## config.mk

```make
export PLATFORM = sky130hd
export DESIGN_NAME = compare_sequencer
export DESIGN_NICKNAME = d
export VERILOG_FILES = /design/src/rtl/compare_sequencer.sv
export SDC_FILE = /design/constraint.sdc
export NUM_CORES = 1
export LEC_CHECK = 0
export ABC_AREA = 1
export CAP_MARGIN = 10
export CORE_ASPECT_RATIO = 2
export CORE_MARGIN = 4
export CORE_UTILIZATION = 40
export DETAILED_ROUTE_END_ITERATION = 10
export HOLD_SLACK_MARGIN = 0.02
export PLACE_DENSITY = 0.66
export SYNTH_ARGS = -nofsm -noshare
export SYNTH_HDL_FRONTEND = slang
export SYNTH_SLANG_ARGS = --single-unit
export TNS_END_PERCENT = 10
```

## constraint.sdc

```tcl
create_clock -name clk -period 2.2 [get_ports clk]
set_input_delay 0.33 -clock clk [delete_from_list [all_inputs] [get_ports clk]]
set_output_delay 0.33 -clock clk [all_outputs]
set_load 0.02 [all_outputs]
```

## src/rtl/compare_sequencer.sv

```systemverilog
// compare_sequencer: magnitude comparator for two WIDTH-bit unsigned operands.
// One SLICE-bit cascadable comparator slice is reused once per clock, walking
// the captured operands from the least significant slice upwards. Because each
// higher slice overrides the cascade whenever its own slices differ, the final
// cascade value is the full-width comparison result.
module compare_sequencer #(
    parameter int unsigned WIDTH = 24,
    parameter int unsigned SLICE = 6   // WIDTH must be an integer multiple of SLICE
) (
    input  logic             clk,
    input  logic             rst_n,
    input  logic             start,
    input  logic [WIDTH-1:0] A,
    input  logic [WIDTH-1:0] B,
    output logic             busy,
    output logic             done,
    output logic             gt,
    output logic             lt,
    output logic             eq
);

    localparam int unsigned NSLICE = WIDTH / SLICE;
    localparam int unsigned IDX_W  = (NSLICE > 1) ? $clog2(NSLICE) : 1;
    localparam logic [IDX_W-1:0] LAST_IDX = IDX_W'(NSLICE - 1);

    typedef enum logic [1:0] {
        IDLE,
        RUN,
        DONE
    } state_t;

    state_t             state_q, state_d;
    logic [WIDTH-1:0]   a_q, a_d;
    logic [WIDTH-1:0]   b_q, b_d;
    logic [IDX_W-1:0]   idx_q, idx_d;
    logic               gi_q, gi_d;
    logic               li_q, li_d;
    logic               ei_q, ei_d;
    logic               busy_q, busy_d;
    logic               done_q, done_d;
    logic               gt_q, gt_d;
    logic               lt_q, lt_d;
    logic               eq_q, eq_d;

    logic [SLICE-1:0]   a_sl, b_sl;
    logic               gto, lto, eqo;

    // Select the operand slice addressed by the running index.
    always_comb begin
        // NOTE: every combinational output gets a default before any branch so
        // no path leaves it unassigned, which would otherwise infer a latch.
        a_sl = '0;
        b_sl = '0;
        for (int i = 0; i < NSLICE; i++) begin
            if (idx_q == IDX_W'(i)) begin
                a_sl = a_q[i*SLICE +: SLICE];
                b_sl = b_q[i*SLICE +: SLICE];
            end
        end
    end

    // Cascadable slice comparator: a tie in this slice defers to lower slices.
    always_comb begin
        gto = (a_sl > b_sl) | ((a_sl == b_sl) & gi_q);
        lto = (a_sl < b_sl) | ((a_sl == b_sl) & li_q);
        eqo = (a_sl == b_sl) & ei_q;
    end

    // Next-state and output decode for the IDLE/RUN/DONE sequencer.
    always_comb begin
        state_d = state_q;
        a_d     = a_q;
        b_d     = b_q;
        idx_d   = idx_q;
        gi_d    = gi_q;
        li_d    = li_q;
        ei_d    = ei_q;
        busy_d  = busy_q;
        done_d  = 1'b0;
        gt_d    = gt_q;
        lt_d    = lt_q;
        eq_d    = eq_q;

        case (state_q)
            IDLE, DONE: begin
                if (start) begin
                    a_d     = A;
                    b_d     = B;
                    gi_d    = 1'b0;
                    li_d    = 1'b0;
                    ei_d    = 1'b1;
                    idx_d   = '0;
                    busy_d  = 1'b1;
                    state_d = RUN;
                end else if (state_q == DONE) begin
                    state_d = IDLE;
                end
            end
            RUN: begin
                // start is deliberately not looked at here: a running
                // comparison cannot be restarted or have its operands replaced.
                gi_d = gto;
                li_d = lto;
                ei_d = eqo;
                if (idx_q == LAST_IDX) begin
                    idx_d   = '0;
                    gt_d    = gto;
                    lt_d    = lto;
                    eq_d    = eqo;
                    busy_d  = 1'b0;
                    done_d  = 1'b1;
                    state_d = DONE;
                end else begin
                    idx_d = idx_q + IDX_W'(1);
                end
            end
            default: begin
                state_d = IDLE;
            end
        endcase
    end

    // State register with asynchronous clear of every stored bit.
    always_ff @(posedge clk or negedge rst_n) begin
        if (!rst_n) begin
            state_q <= IDLE;
            a_q     <= '0;
            b_q     <= '0;
            idx_q   <= '0;
            gi_q    <= 1'b0;
            li_q    <= 1'b0;
            ei_q    <= 1'b0;
            busy_q  <= 1'b0;
            done_q  <= 1'b0;
            gt_q    <= 1'b0;
            lt_q    <= 1'b0;
            eq_q    <= 1'b0;
        end else begin
            // NOTE: non-blocking assignments so every register samples the
            // pre-edge values, independent of statement order.
            state_q <= state_d;
            a_q     <= a_d;
            b_q     <= b_d;
            idx_q   <= idx_d;
            gi_q    <= gi_d;
            li_q    <= li_d;
            ei_q    <= ei_d;
            busy_q  <= busy_d;
            done_q  <= done_d;
            gt_q    <= gt_d;
            lt_q    <= lt_d;
            eq_q    <= eq_d;
        end
    end

    assign busy = busy_q;
    assign done = done_q;
    assign gt   = gt_q;
    assign lt   = lt_q;
    assign eq   = eq_q;

endmodule

```

### Yosys cells after proc, flatten, opt, wreduce, memory -nomap -nowiden

Cells that the tools add are included.

* bits in registers: 60
* output and inout bits: 5

* muxes and demuxes: 24
* add/sub/neg operators: 1
* bitwise logic cells: 5
* equal/unequal tests: 9
* magnitude comparators: 2
* reduce and logical (&&, ||, !) cells: 9

Operators with widths (count)
* $mux W6: 8
* $mux W2: 5
* $pmux W1 S2: 4
* $pmux W2 S2: 2
* $reduce_and A2 Y1: 4
* $eq A2 B2 Y1 const B: 3
* $eq A6 B6 Y1: 1
* $gt A6 B6 Y1: 1
* $lt A6 B6 Y1: 1
* $mux W1: 5
* $eq A2 B1 Y1 const B: 2
* $logic_not A2 Y1: 2
* $ne A2 B2 Y1 const B: 2
* $and A1 B1 Y1: 3
* $ne A3 B3 Y1 const B: 1
* $reduce_and A3 Y1: 1
* $add A2 B1 Y2 const B: 1
* $or A1 B1 Y1: 2
* $reduce_bool A2 Y1: 1
* $reduce_or A2 Y1: 1

### Depth between registers and ports, before layout

* word-level depth: 9
* depth in mapped cells: 17
* mapped depth without buffers: 16

### Least setup slack after synthesis

No wires, ideal clock.

* kind: register to register
* start: reg idx_q[0]
* end: reg gi_q
* setup time: 0.117 ns
* period minus slack after synthesis: 2.065 ns
* stages on the path, launching flop included: 17
* slack: 0.135 ns
* arrival: 1.948 ns
* cells stage by stage: dfrtp_1 inv_1 ha_1 buf_4 nand2_1 o21ai_0 nand2_1 nand2_1 o21ai_2 ha_1 nand2_1 nor2_2 nand3_2 inv_1 nand2_1 nand3_1 nand2_1

* cells in the longest elaborated chain, start to end: 9

Ends and longest elaborated chain
* start: declaration: RTL line 35 `logic [IDX_W-1:0] idx_q, idx_d;`
* start signal: assignment: RTL line 144 `idx_q <= idx_d;`
* branches (longest 7 deep; another with $gt A6 B6 Y1)
* $or A1 B1 Y1 *: RTL line 64 `gto = (a_sl > b_sl) | ((a_sl == b_sl) & gi_q);`
* $pmux W1 S2 *: RTL line 84 `case (state_q)`
* end signal: assignment: RTL line 145 `gi_q <= gi_d;`
* end: declaration: RTL line 36 `logic gi_q, gi_d;`

Every way passes the cells marked *.
A chain may end at the register's enable or synchronous reset.

### Worst setup path in the final report

* start: reg idx_q[1]
* end: reg li_q

* cells in the longest elaborated chain, start to end: 9

Ends and longest elaborated chain
* branches (longest 7 deep; another with $lt A6 B6 Y1)
* $or A1 B1 Y1 *: RTL line 65 `lto = (a_sl < b_sl) | ((a_sl == b_sl) & li_q);`
* $pmux W1 S2 *: RTL line 84
* end signal: assignment: RTL line 146 `li_q <= li_d;`
* end: declaration: RTL line 37 `logic li_q, li_d;`

Marked as above.

==> reports/results.ini <==
[clocking]
path_clk_slew_ps = 50
root_buffer = clkbuf_16
htree_levels = 3
worstSkewPairLatency_ps = 320
max-clock-path-buffers = 2
cts_buffers = 9
cts_tree = done
cts_sinks = 60

[synth]
ys_ff_latch = 60
synthTopCellsByArea = dfrtp_1, nand2_1, ha_1
synth_flop_cell = dfrtp_1
synth.most_common_cell = nand2_1
avgSynthCellArea_um2 = 7.90
syn_nets = 435
ys_async_sr_fraction = 1.00
yosysSeqAreaShare = 0.508
synth_edf_count = 0
synth_common_cells = nand2_1, dfrtp_1, a21oi_1, o21ai_0, inv_1
synth.largest_area_cell = dfrtp_1
synthCells = 374
syn_area_um2 = 2950
synth_top_area_frac = 0.508
ys.warnings.count = 0
synth.distinct_cells = 22

[worst_hold_path]
hp-class = reg2reg

[global_route]
grt_pass1_vias = 2639
grt_max_degree = 49
grt_first_pass_wirelength_um = 12000
grtUsageTotal = 0.187
grt-ovfl-total = 0
grt_antenna_before_repair = 0

[finish]
drive_gt1_frac = 0.163
diodes = 0
instances_no_fill = 540
finalNetCount = 505
syn_to_final_growth_pct = 38.9
fin_area_um2 = 4100

[placement]
gp_congestion = 0.900
hpwl_um = 5730
port_buffers = 55
place_area_um2 = 3650
pre_cts_ws_ps = -178
dp_cells = 522

[worst_setup_path]
crit_arrival_ps = 2470
critPathMaxFanout = 7
worstPathRequired_ps = 2460
crit_path_end_kind = register
startpoint_type = register
critical_path_class = reg2reg

[sta]
finalCriticalPeriod_ps = 2200
hold_viol_final = 0
worstMarginPinSlew_ps = 572
max_freq_mhz = 454
skew_ps = 6.14
rsz0062_at_grt = true
final.period_utilization = 1.00
relSlewSlack = 0.618
setup_ws_ps = -4.72
setup-violations-final = 1
maxSlewViolCount = 0

[die]
die_y_um = 130
die_area_um2 = 8910
die_x_um = 68.8
initial_utilization = 0.410
core_um2 = 7210
io_pins = 56
num_rows = 44

[pwr]
switchingPower_uw = 2750
pwr-share-clk = 0.187
pwr-share-comb = 0.505
p_per_area_nw_per_um2 = 1620
pwr-share-seq = 0.308
leakage_uw = 0.00206
ir_worst_vdd_v = 0.000845
swShare = 0.414
intPower_uw = 3890

[run]
maxCapViolations = 0

[route]
drt-initial-drc-count = 81
wire_per_inst_um = 13.7
antenna_left = 0
drt_first_pass_iters = 5
avgViaCountPerCell = 4.75
num_vias = 2566
wirelength_um = 7420
drc = 0

[outcome]
failed_checks = negative setup slack
status = complete, but fails checks

critical path: stages, from the launching register on:
cell and delay [ps]:
dfrtp_1 380, inv_2 90, buf_6 100, ha_4 130, buf_6 130, nand2_2 50, o21ai_2 110, nand2_1 70
nand2_1 70, o21ai_2 50, ha_1 280, nand2_2 70, nor2_4 160, buf_4 140, nand4_1 80, nand2_1 100
nand2_1 60, nand2_1 60
layout make-up:
class / count / area (um^2)
clock inverters: 2 / 10.0
multi-input cells: 279 / 1380
clock buffers: 13 / 260
inverters: 17 / 73.8
fillers: 673 / 3110
flip-flops and latches: 60 / 1500
repair buffers: 77 / 757
well taps: 92 / 115
path summary, 6_finish.rpt:
| kind | from | endpoint | slack [ps] | cells past startpoint |
|---|---|---|---|---|
| min in group asynchronous | rst_n | idx_q[0] | 540 | 2 |
| hold reg to reg | busy | busy | 460 | 2 |
| hold / removal | busy | busy | 460 | 2 |
| setup / recovery | idx_q[1] | li_q | -5 | 17 |
| max in group asynchronous | rst_n | a_q[2] | 1100 | 3 |
| setup reg to reg | idx_q[1] | li_q | -5 | 17 |
layout by cell type (no fill, tap or decap):
cell type / n
nand2_1: 201
dfrtp_1: 59
clkdlybuf4s50_1: 54
a21oi_1: 17
buf_4: 14
o21ai_1: 10
clkbuf_16: 9
inv_1: 8
nor2_1: 7
inv_2: 6
o21ai_2: 6
nand3_2: 5
o21ai_0: 5
ha_1: 5
ha_4: 5
buf_6: 5
nand3_1: 4
nor2_4: 3
nand2_2: 3
a21oi_2: 3
inv_4: 2
nand2_4: 2
clkbuf_1: 2
clkbuf_8: 2
clkinv_2: 2
buf_12: 2
inv_6: 1
nand3_4: 1
o21bai_1: 1
nand4_1: 1
dlygate4sd3_1: 1
dfrtp_2: 1
buf_2: 1
cells by family after synthesis:
| logic type | after synthesis | share of synthesized area |
|---|---|---|
| AND/OR/NAND/NOR | 227 | 0.304 |
| flip-flops | 60 | 0.508 |
| buffers and inverters | 35 | 0.0686 |
| adder cells (fa/ha/maj) | 10 | 0.0424 |
| AO/OA/AOI/OAI | 42 | 0.0771 |
flip-flops by register name, indices dropped and copies added, names as in the netlist:
register and flops:
a_q 24, b_q 24, idx_q 2, state_q 2, busy 1, done 1, ei_q 1, eq 1
gi_q 1, gt 1, li_q 1, lt 1
routing by layer:
| layer | GRT usage | share of wire | up-vias | routed length (um) |
|---|---|---|---|---|
| li1 | - | - | 1300 | - |
| met1 | 0.182 | 0.34 | 1176 | 2530 |
| met2 | 0.334 | 0.56 | 60 | 4190 |
| met3 | 0.0486 | 0.034 | 30 | 251 |
| met4 | 0.116 | 0.060 | 0 | 446 |
| met5 | 0 | 0 | - | 0 |
what timing repair did:
| action | 4_1_cts | 5_1_grt |
|---|---|---|
| endpoints found under the setup margin | 6 | 6 |
| pin swaps | 16 | 10 |
| gates resized for setup | 35 | 12 |
| hold endpoints to repair | 23 | 0 |
| buffers inserted | 0 | 2 |
| hold buffers | 1 | 0 |
power groups by stage:
| stage | clock, uW | sequential, uW | combinational (uW) |
|---|---|---|---|
| 5_1_grt | 1310 | 2100 | 3770 |
| 2_1_floorplan | 0 | 1910 | 1990 |
| 3_5_place_dp | 0 | 2030 | 2760 |
| 6_report | 1240 | 2050 | 3350 |
| 4_1_cts | 1270 | 2040 | 3080 |
| 3_3_place_gp | 0 | 2020 | 2680 |
stage by stage:
step | power (uW) | TNS, ps | hold slack (ps) | utilization
after floorplan | 3900 | 0 | 34.4 | -
after global placement | 4700 | -420 | 354 | 0.506
after detailed placement | 4790 | -665 | 357 | 0.506
after CTS | 6390 | 0 | 470 | 0.559
after global routing | 7180 | -603 | 503 | 0.569
final | 6630 | -4.72 | 465 | 0.569
No activity file was read; power rests on OpenSTA's default activity.
==> RTL change 1 (same settings) <==
Make the reset (`rst_n`) synchronous in one clocked block. Comments in the files are not updated.
--- a/src/rtl/compare_sequencer.sv
+++ b/src/rtl/compare_sequencer.sv
@@ -123,3 +123,3 @@
     // State register with asynchronous clear of every stored bit.
-    always_ff @(posedge clk or negedge rst_n) begin
+    always_ff @(posedge clk) begin
         if (!rst_n) begin
Formal check against the unedited RTL: differs if rst_n is asserted again (counterexample within 4 cycles, from zero or initial values and one cycle with rst_n low); with rst_n held inactive, the same outputs for 10 cycles.
==> RTL change 1 against the original RTL <==
  * Sequential cell count unchanged
  * Design area is 6.5% lower
  * Worst setup slack improved by 0.072 ns
  * Critical path depth decreased by 4
  * Count of clock-buffer cells in the layout down 2
  * Utilization grew 1.0 points
  * Maximum frequency is 3.4% higher
  * Global-route usage increased by 0.079 points
  * Wire length increased by 2.6%
  * Synthesized area decreased by 7.5%
  * Non-clock buffer count fell by 4
  * Critical path type unchanged
Power is not compared: it rests on default switching activity, and its combinational part moved more than twofold at a synthesized area within 25%.
==> RTL change 1: results (changes against the original RTL) <==
[grt]
global_route.usage.total=0.188  ; +0.000794
wire_length_of_the_first_global_routing_pass_mm=11.8  ; -2.4%
first_global_vias=2596  ; -1.6%
grt_max_degree=32  ; -35%

[pwr]
static_leakage_uw=0.00161
switching_share=0.259

[yosys]
post_synth_most_frequent_cells=sky130_fd_sc_hd__nor2_1, sky130_fd_sc_hd__dfxtp_1, sky130_fd_sc_hd__o21ai_0, sky130_fd_sc_hd__nand2_1, sky130_fd_sc_hd__a21oi_1
synth.distinct_cells=30  ; +36%
most_used_flip_flop_cell_after_synthesis=sky130_fd_sc_hd__dfxtp_1
ys_async_sr_fraction=0  ; -1.00
synth-seq-area-share=0.440  ; -0.0685
syn-num-nets=430  ; -1.1%
synth_area_leaders=sky130_fd_sc_hd__dfxtp_1, sky130_fd_sc_hd__nor2_1, sky130_fd_sc_hd__o21ai_0

[detailed_routing]
totalWireLength_mm=7.61  ; +2.6%
drt.antenna.violating_nets=0  ; unchanged
post_drt_via_cell_ratio=4.93  ; +3.8%
drt_iter0_markers=136  ; +68%
firstDrtPassIters=4  ; -1

[status]
status=finished, final reports clean

[setup_path]
regToRegSetupSlack_ns=0.07  ; +0.07 ns
slowest_delay_ns=0.32  ; -0.06 ns
path_delay_family=adder cells
critPathArrivalTime_ns=2.33  ; -0.14 ns
critical_path.max_fanout=11  ; +4
rr_endpoint=gi_q
worstReg2RegStart=idx_q[1]
critical_path_slowest_stage_cell=sky130_fd_sc_hd__dfxtp_2
worst_r2r_path_depth=13  ; -4

[placement]
detailedPlacementHpwl_mm=5.53  ; -3.4%
routabilityCongestion=0.911  ; +1.3%

[min_path]
hold_path.startpoint=li_q
min_delay_endpoint=li_q

[finish]
final_net_count=491  ; -2.8%
drive_gt1_frac=0.156  ; -0.00662
largest_registers_ranked_by_flip_flop_count=a_q (24), b_q (24)

[timing]
worst-slew-pin-transition_ns=0.305  ; -0.267 ns
holdWs_ns=0.462  ; -0.00301 ns
final.setup_skew_ns=0.00573  ; -0.000411 ns

[clock_tree]
clock_path_buffers=2  ; unchanged
cts_max_level=3  ; unchanged

RTL change 1: cell count changes in the layout (fill, tap and decap cells not counted), sizes merged, moves of 5 or more:
cell and change:
a21oi +5, dfrtp -60, o21ai +38, nand2 -170, nor2 +102, dfxtp +60
nand3 +9
RTL change 1: metrics by stage:
step                      cell area, um2  setup slack, ns  power [uW]  std cells  setup TNS, ns
after global placement              3370           0.0134        1810        504              0
after detailed placement            3370          -0.0654        1820        504         -0.100
after global routing                3840           -0.136        3520        523         -0.597
after floorplan                     2730           0.0849        1630        369              0
final                               3840           0.0669        3350        523              0
after CTS                           3700          0.00396        3310        520              0
RTL change 1: final cells by class:
class,count,area (um2)
Fill cell,641,2790
Multi-Input combinational cell,271,1420
Sequential cell,60,1210
Timing Repair Buffer,73,713
Clock buffer,11,243
Tap cell,88,110
Clock inverter,5,75.1
Inverter,15,68.8
RTL change 1: worst max-delay path by stage:
stage / startpoint / to / slack (ns)
after floorplan: idx_q[1] / gi_q / 0.08
after global placement: idx_q[1] / gi_q / 0.01
after detailed placement: idx_q[1] / gi_q / -0.07
after CTS: idx_q[0] / gi_q / 0.004
after global routing: idx_q[1] / gi_q / -0.14
final: idx_q[1] / gi_q / 0.07
RTL change 1: per-layer routing:
| metal | wire length (um) | GRT usage | vias up |
|---|---|---|---|
| li1 | - | - | 1332 |
| met1 | 2710 | 0.175 | 1183 |
| met2 | 4400 | 0.356 | 46 |
| met3 | 228 | 0.0469 | 19 |
| met4 | 273 | 0.0910 | 0 |
| met5 | 0 | 0 | - |
RTL change 1: cells by family (layout without fill, tap and decap cells):
logic type                 count (synthesis)  count (layout)  synth area share
DFF                                       60              60             0.440
adders and majority gates                 10              10            0.0458
buffers and inverters                     38             104            0.0760
AOI/OAI and AO/OA                         93              93             0.182
and+or+nand+nor                          168             168             0.256
RTL change 1: worst register-to-register path: cells and delay by family, from the launching register on:
kind            cells  cell delay, ns
compound gates      3            0.34
fa+ha+maj           2            0.53
buf+inv             3            0.39
flops               1            0.32
simple gates        5            0.43
RTL change 1: repair_timing:
action / in CTS / in global routing
endpoints found under the setup margin: 4 / 6
pin swaps: 0 / 9
gates resized for setup: 3 / 32
setup buffers: 0 / 3
RTL change 1: power groups by stage:
stage	Sequential [uW]	Combinational, uW	Clock, uW
finish	1240	623	1490
global route	1250	708	1560
CTS	1240	573	1510
detailed placement	1260	567	0
global placement	1260	553	0
floorplan	1230	393	0
==> RTL change 2 (same flow settings) <==
Without the edit above. Change the parameter `WIDTH` from 24 to 48.
--- a/src/rtl/compare_sequencer.sv
+++ b/src/rtl/compare_sequencer.sv
@@ -6,3 +6,3 @@
 module compare_sequencer #(
-    parameter int unsigned WIDTH = 24,
+    parameter int unsigned WIDTH = 48,
     parameter int unsigned SLICE = 6   // WIDTH must be an integer multiple of SLICE
Interface: changed (resized A and B); port bits go from 56 to 104. No check against the original RTL was run, so the function may have changed too.
==> RTL change 2 against the original RTL <==
  * The flow still finishes with violations (setup timing)
  * Worst hold slack gained 0.016 ns
  * Cell count is 59% higher
  * Wire length rose by 88%
  * Design area is 81% higher
  * Via count increased by 65%
  * Synthesized area up 84%
  * Clock skew rose by 0.0025 ns
  * Sequential cell count rose by 49
  * Total power grew 68%
  * Worst setup slack worse by 0.45 ns
  * Largest cell class unchanged
  * Highest routed layer unchanged
==> RTL change 2: results (changes against the original RTL) <==
[status]
status=finished with violations
failed_checks=setup timing

[setup_path]
rr_endpoint=gt
worst_r2r_path_depth=19  ; +2
critical_path.max_fanout=4  ; -3
slowest_delay_ns=0.40  ; +0.02 ns

[detailed_routing]
drt_iter0_markers=141  ; +74%
met3_wirelength_um=574  ; +130%
detailroute.wirelength.met2_mm=7.68  ; +83%
vias=4246  ; +65%
firstDrtPassIters=4  ; -1
met1Wirelength_mm=5.06  ; +100%
totalWireLength_mm=13.9  ; +88%

[finish]
final_net_count=807  ; +60%
largest_registers_ranked_by_flip_flop_count=a_q (48), b_q (48), idx_q (3)
filler_cell_count=1211  ; +80%
drive_gt1_frac=0.300  ; +0.137

[timing]
final_critical_path_setup_slack_ns=-0.451  ; -0.446 ns
finalSetupViolCount=6  ; +5
final.setup_skew_ns=0.00869  ; +0.00255 ns
max_transition_margin=0.674  ; +0.0555

[placement]
dp.cells=830  ; +59%
place.port_buffers=103  ; +87%
detailedPlace.worstSlack_ns=-0.673  ; -0.495 ns
routabilityCongestion=0.925  ; +2.8%

[yosys]
synth-seq-area-share=0.503  ; -0.00549
synth.distinct_cells=23  ; +4.5%
synth_area_leaders=sky130_fd_sc_hd__dfrtp_1, sky130_fd_sc_hd__mux2_2, sky130_fd_sc_hd__nand2_1
post_synth_most_frequent_cells=sky130_fd_sc_hd__nand2_1, sky130_fd_sc_hd__dfrtp_1, sky130_fd_sc_hd__mux2_2, sky130_fd_sc_hd__nor2_1, sky130_fd_sc_hd__inv_1

[pwr]
vdd_ir_drop_max_mv=0.631  ; -25%

[grt]
grt_max_degree=59  ; +20%
first_global_vias=4573  ; +73%

[clock_tree]
clkSlewWorstSetupHoldPaths_ns=0.08  ; +0.03 ns

==> RTL change 2: tightest hold or removal path, stage by stage (launching register included) <==
cell                      delay [ns]
sky130_fd_sc_hd__dfrtp_1        0.35
sky130_fd_sc_hd__nand2_1        0.05
sky130_fd_sc_hd__nand2_1        0.05
==> RTL change 2: worst min path at each step <==
stage / startpoint / to / cells after the start
5_1_grt: busy / busy / 2
2_1_floorplan: rst_n / a_q[0] / 0
3_5_place_dp: rst_n / b_q[7] / 1
4_1_cts: busy / busy / 2
6_report: busy / busy / 2
3_3_place_gp: rst_n / gt / 1
==> RTL change 2: cell type report <==
type / count / area share
Clock buffer: 9 / 0.0304
Clock inverter: 7 / 0.00860
Inverter: 51 / 0.0268
Multi-Input combinational cell: 385 / 0.355
Sequential cell: 109 / 0.368
Tap cell: 155 / 0.0262
Timing Repair Buffer: 140 / 0.185
==> RTL change 2: power by group <==
group | switching (uW) | leakage (uW) | internal [uW]
sequential | 612 | 0.00128 | 3020
combinational | 3100 | 0.00206 | 2860
clock | 775 | 0.000143 | 797
total | 4490 | 0.00349 | 6680
==> RTL change 2: metal layers <==
layer	global-route usage	vias to the layer above
li1	-	2070
met1	0.186	2016
met2	0.344	119
met3	0.0318	41
met4	0.0870	0
met5	0	-
==> RTL change 2: logic make-up after synthesis <==
family / synth area share
buffers and inverters: 0.0579
AND/OR/NAND/NOR: 0.196
AO/OA/AOI/OAI: 0.0272
multiplexers: 0.189
flip-flops: 0.503
adder cells (fa/ha/maj): 0.0277
==> RTL change 2: timing repair <==
| action | 4_1_cts | 5_1_grt |
|---|---|---|
| endpoints found under the hold margin | 29 | 0 |
| setup endpoints to repair | 6 | 6 |
| pin swaps | 6 | 21 |
| hold buffers | 1 | 0 |
| resized for setup | 25 | 29 |
| setup buffers | 7 | 2 |
==> RTL change 2: through the flow <==
stage / instance area [um2] / hold slack, ns / total power [uW] / TNS, ns
2_1_floorplan: 5470 / 0.0344 / 6950 / -0.354
3_3_place_gp: 6820 / 0.322 / 8430 / -2.83
3_5_place_dp: 6820 / 0.324 / 8600 / -3.45
4_1_cts: 7280 / 0.484 / 10600 / -2.12
5_1_grt: 7420 / 0.508 / 12000 / -3.21
6_report: 7420 / 0.481 / 11200 / -2.33
